==> config.mk <==
export PLATFORM = sky130hd
export DESIGN_NAME = udiv64
export DESIGN_NICKNAME = d
export VERILOG_FILES = /design/src/rtl/udiv64_pkg.sv /design/src/rtl/udiv_step.sv /design/src/rtl/udiv64.sv
export SDC_FILE = /design/constraint.sdc
export NUM_CORES = 1
export LEC_CHECK = 0
export CAP_MARGIN = 10
export CORE_ASPECT_RATIO = 1.5
export CORE_MARGIN = 5
export CORE_UTILIZATION = 30
export DETAILED_ROUTE_END_ITERATION = 10
export PLACE_DENSITY_LB_ADDON = 0.15
export SETUP_SLACK_MARGIN = 0.3
export SYNTH_ARGS = -nofsm -noshare
export SYNTH_HDL_FRONTEND = slang
export SYNTH_SLANG_ARGS = --single-unit
==> constraint.sdc <==
create_clock -name clk -period 4.3 [get_ports clk]
set_clock_uncertainty 0.1 [all_clocks]
set_input_delay 0.86 -clock clk [delete_from_list [all_inputs] [get_ports clk]]
set_output_delay 0.86 -clock clk [all_outputs]
set_load 0.05 [all_outputs]
==> src/rtl/udiv64_pkg.sv <==
// Shared definitions for the radix-2 restoring divider: FSM state encodings
// and the default operand width, which the multiplier also uses.
package udiv64_pkg;
  localparam int UDIV_WIDTH = 64;

  typedef enum logic [1:0] {
    IDLE = 2'd0,
    CALC = 2'd1,
    DONE = 2'd2
  } state_t;
endpackage

==> src/rtl/udiv_step.sv <==
// One restoring-division iteration: shift in the next dividend bit, then
// subtract the divisor if it fits.
module udiv_step
  import udiv64_pkg::*;
#(
  parameter int WIDTH = UDIV_WIDTH
) (
  input  logic [WIDTH-1:0] r,
  input  logic             din,
  input  logic [WIDTH-1:0] divisor,
  output logic [WIDTH-1:0] r_nxt,
  output logic             qbit
);
  // The remainder is always below the divisor, so WIDTH bits hold it.
  // Only the shifted value t needs the extra bit.
  logic [WIDTH:0] t;

  assign t     = {r, din};
  assign qbit  = (t >= {1'b0, divisor});
  assign r_nxt = qbit ? WIDTH'(t - {1'b0, divisor}) : t[WIDTH-1:0];
endmodule

==> src/rtl/udiv64.sv <==
// Multi-cycle unsigned divider with a start/busy/done handshake. It produces
// one quotient bit per clock, and the outputs update only on completion.
module udiv64
  import udiv64_pkg::*;
#(
  parameter int WIDTH = UDIV_WIDTH
) (
  input  logic             clk,
  input  logic             rst_n,
  input  logic             start,
  input  logic [WIDTH-1:0] dividend,
  input  logic [WIDTH-1:0] divisor,
  output logic             busy,
  output logic             done,
  output logic [WIDTH-1:0] quotient,
  output logic [WIDTH-1:0] remainder,
  output logic             div_by_zero
);
  localparam int CW = $clog2(WIDTH);

  state_t           state, state_nxt;
  logic [CW-1:0]    cnt;
  logic [WIDTH-1:0] q_work, r_work, dvsr, r_nxt;
  logic             qbit, accept, zero_div;

  udiv_step #(.WIDTH(WIDTH)) u_step (
    .r       (r_work),
    .din     (q_work[WIDTH-1]),
    .divisor (dvsr),
    .r_nxt   (r_nxt),
    .qbit    (qbit)
  );

  always_comb begin
    accept    = start && (state != CALC);
    zero_div  = (divisor == '0);
    state_nxt = state;
    busy      = (state == CALC);
    done      = (state == DONE);
    case (state)
      IDLE:    if (accept) state_nxt = zero_div ? DONE : CALC;
      CALC:    if (cnt == '0) state_nxt = DONE;
      DONE:    state_nxt = accept ? (zero_div ? DONE : CALC) : IDLE;
      default: state_nxt = IDLE;
    endcase
  end

  always_ff @(posedge clk) begin
    if (!rst_n) state <= IDLE;
    else        state <= state_nxt;
  end

  always_ff @(posedge clk) begin
    if (!rst_n) begin
      cnt         <= '0;
      q_work      <= '0;
      r_work      <= '0;
      dvsr        <= '0;
      quotient    <= '0;
      remainder   <= '0;
      div_by_zero <= 1'b0;
    end else if (accept) begin
      if (zero_div) begin
        quotient    <= '1;
        remainder   <= dividend;
        div_by_zero <= 1'b1;
      end else begin
        q_work <= dividend;
        dvsr   <= divisor;
        r_work <= '0;
        cnt    <= CW'(WIDTH - 1);
      end
    end else if (state == CALC) begin
      // q_work shifts dividend bits out of the top and quotient bits in at the bottom.
      q_work <= {q_work[WIDTH-2:0], qbit};
      r_work <= r_nxt;
      cnt    <= cnt - CW'(1);
      if (cnt == '0) begin
        quotient    <= {q_work[WIDTH-2:0], qbit};
        remainder   <= r_nxt;
        div_by_zero <= 1'b0;
      end
    end
  end
endmodule

==> results.py <==
metrics = {
    "worst_setup_path": {
        "regToRegSetupSlack_ps": 490,
        "slowest_delay_ps": 700,
        "required_ps": 4650,
        "path_class": "flip-flop to flip-flop",
        "cp.arrival_ps": 4150,
        "worstPathMaxFanout": 6,
        "crit_top_cell": "nand2_1",
        "start_kind": "flip-flop",
        "end_kind": "flip-flop",
        "path_delay_family": "simple AND/OR/NAND/NOR gates",
        "path_cells": "inv_1, ha_1, nand2_1, nor2_2, nand4_1, or4_1, a211oi_1, nor2_1, o21a_1, o31a_1, xnor2_1, nand2_1, a311oi_1",
        "critPathSlowestCell": "or4_1",
        "worst-path-buf-inv": 1,
    },
    "power_and_ir_drop": {
        "leakage_uw": 0.00853,
        "peakVddDrop_v": 0.000478,
        "power_frac_seq_pct": 26.6,
        "clkPwrFrac_pct": 23.8,
        "power_switching_uw": 5770,
        "power.internal_uw": 7770,
        "power_density_mw_per_mm2": 603,
        "pwr-share-comb_pct": 49.7,
        "netSwitchingFraction_pct": 42.6,
    },
    "yosys": {
        "yosysWarnings": 0,
        "ys_seq_area_share_pct": 37.6,
        "synth_edf_count": 0,
        "syn_nets": 2547,
        "synth_top_area_share_pct": 37.6,
        "synth_cell_types": 84,
        "async_flop_share_pct": 0,
        "synth_ff_type": "dfxtp_1",
        "synthCells": 2349,
        "syn_area_mm2": 0.0175,
        "synth-seq-cells": 329,
        "syn_avg_cell_area_um2": 7.46,
        "synth_area_leaders": "dfxtp_1, nand2_1, a21oi_1",
        "post-synth-top-area-cell": "dfxtp_1",
    },
    "clock_tree": {
        "hold_buffers": 0,
        "cts_setup_buffers": 0,
        "clk_latency_ps": 550,
        "cts_sinks": 329,
        "clockRootBuffer": "clkbuf_16",
        "cts_tree": "done",
        "clock_path_buffers": 3,
        "path_clk_slew_ps": 60,
        "numCtsBuffers": 36,
        "htreeDepth": 2,
    },
    "routing": {
        "drt_wl_total_um": 67800,
        "first_iter_violations": 1050,
        "drc_errors": 0,
        "ant_nets": 0,
        "dr.pass1.iters": 7,
        "viasPerCell": 5.23,
        "wl_per_cell_um": 20.3,
        "vias": 17446,
    },
    "placement": {
        "dp_slack_ps": 118,
        "post-dp-hpwl_um": 52600,
        "dp.cells": 3273,
        "port_buffers": 261,
        "gp_congestion": 0.884,
    },
    "die": {
        "die-area_mm2": 0.0635,
        "die-height_um": 306,
        "die_w_um": 207,
        "std_cell_rows": 108,
        "ios": 262,
        "core_area_mm2": 0.0578,
        "start_util_pct": 30.3,
    },
    "sta": {
        "final_hold_viol_count": 0,
        "finalSetupTns_ps": 0,
        "slew_viol_final": 0,
        "slew_headroom_pct": 31.0,
        "period_share_pct": 88.5,
        "hold_slack_ps": 352,
        "min_period_ps": 3810,
        "max_slew.worst_pin.slew_ps": 1030,
        "setup_slack_ps": 494,
        "rsz0062_at_grt": "no",
        "finalSetupViolations": 0,
        "fmax_mhz": 263,
    },
    "run": {
        "maxCapViolCount": 0,
    },
    "global_routing": {
        "grt-ovfl-total": 0,
        "grt_max_degree": 107,
        "grtUsageTotal_pct": 20.4,
        "grt_pass1_wl_um": 104000,
        "antenna_found_initial": 1,
        "grt_pass1_vias": 17122,
    },
    "finish": {
        "regArea_mm2": 0.00659,
        "final_cells": 3337,
        "area_growth_pct": 28.2,
        "drive_gt1_share_pct": 6.82,
        "multiInputGateArea_mm2": 0.00997,
        "fin_nets": 2739,
        "final.fill_count": 6216,
    },
    "status": {
        "outcome": "finished clean",
    },
    "min_path": {
        "hold_path_class": "flip-flop to flip-flop",
    },
}
==> metal layers <==
metal	wire (um)	share of wire [%]	vias to the layer above	track usage, %
met3	3440	5.1	91	2.72
li1	-	-	8622	-
met5	0	0	-	0
met4	2530	3.7	0	7.03
met2	31300	46	514	33.6
met1	30600	45	8219	27.5
==> per-stage QoR <==
stage | power, uW | area, um2 | utilization (%)
2_1_floorplan | 8040 | 17500 | -
3_3_place_gp | 10300 | 21300 | 36.7
3_5_place_dp | 10300 | 21300 | 36.7
4_1_cts | 13600 | 22400 | 38.8
5_1_grt | 14400 | 22500 | 38.9
6_report | 13500 | 22500 | 38.9
==> cells in the final DEF (no fill, tap or decap), types with 11 or more instances in the layout <==
| cell type | count |
|---|---|
| a211oi_1 | 12 |
| a21o_1 | 30 |
| a21oi_1 | 247 |
| a22oi_1 | 11 |
| a311oi_1 | 76 |
| a31oi_1 | 16 |
| buf_12 | 22 |
| buf_4 | 50 |
| clkbuf_16 | 36 |
| clkdlybuf4s50_1 | 259 |
| dfxtp_1 | 329 |
| ha_1 | 66 |
| inv_1 | 88 |
| mux2i_1 | 22 |
| nand2_1 | 394 |
| nand3_1 | 35 |
| nand4_1 | 27 |
| nor2_1 | 288 |
| nor3_1 | 146 |
| nor4_1 | 20 |
| o211ai_1 | 14 |
| o21a_1 | 11 |
| o21ai_0 | 82 |
| o21ai_1 | 21 |
| o21bai_1 | 18 |
| or3_1 | 13 |
| xnor2_1 | 40 |
| xor2_1 | 20 |
==> logic make-up after synthesis <==
family | Yosys count | share of synthesized area (%)
adders and majority gates | 67 | 4.82
xor gates and xnor gates | 61 | 3.09
muxes | 24 | 1.37
buffers and inverters | 268 | 6.10
and+or+nand+nor | 980 | 24.1
DFF | 329 | 37.6
AOI/OAI and AO/OA | 620 | 23.0
==> what timing repair did <==
action	in CTS	in global routing
hold endpoints to repair	0	0
endpoints found under the setup margin	0	10
gates resized for setup	0	5
==> registers in the layout (all words and copies together) (netlist names) <==
register	flops
cnt	6
div_by_zero	1
dvsr	64
q_work	64
quotient	64
r_work	64
remainder	64
state	2
==> worst reg2reg max path: stages, from the launching register on <==
cell	delay (ps)
dfxtp_1	340
inv_1	70
ha_1	390
nand2_1	140
nor2_2	170
nand4_1	160
or4_1	700
a211oi_1	380
nor2_1	130
o21a_1	220
o31a_1	260
xnor2_1	260
nand2_1	130
a311oi_1	270
==> power groups by stage <==
stage               clock, uW  combinational [uW]  sequential, uW
global placement            0                6670            3650
detailed placement          0                6670            3660
finish                   3220                6730            3600
global route             3400                7350            3630
floorplan                   0                4320            3720
CTS                      3310                6700            3590
==> cells in the mapped netlist (all sizes together), types with 5 or more instances <==
master,number
and2,7
a22oi,11
nor2,291
a211oi,16
o21a,11
clkbuf,144
a31oi,17
inv,90
or3,13
o22ai,8
a21boi,5
dfxtp,329
o21bai,18
o211ai,15
nor2b,5
nand2b,7
o21ai,103
xnor2,40
and3,8
nand3,35
mux2i,24
buf,34
nor4,25
a21o,30
a31o,6
nor3,146
nand4,27
a21oi,253
xor2,21
ha,66
nand2,399
o211a,5
o31ai,6
a311oi,77
==> path summary, 6_finish.rpt <==
path,startpoint,to,depth (start not counted)
worst max-delay path,dvsr[27],r_work[44],13
worst min-delay path,dvsr[19],dvsr[19],2
worst max register to register,dvsr[27],r_work[44],13
worst min register to register,dvsr[19],dvsr[19],2
==> layout make-up <==
cell class / count / share of cell area, %
clock buffers: 51 / 4.62
well taps: 770 / 4.29
clock inverters: 12 / 0.713
repair buffers: 332 / 15.2
multi-input cells: 1752 / 44.3
diodes: 1 / 0.0111
inverters: 90 / 1.54
flip-flops and latches: 329 / 29.3
No activity file was read; power rests on OpenSTA's default activity.
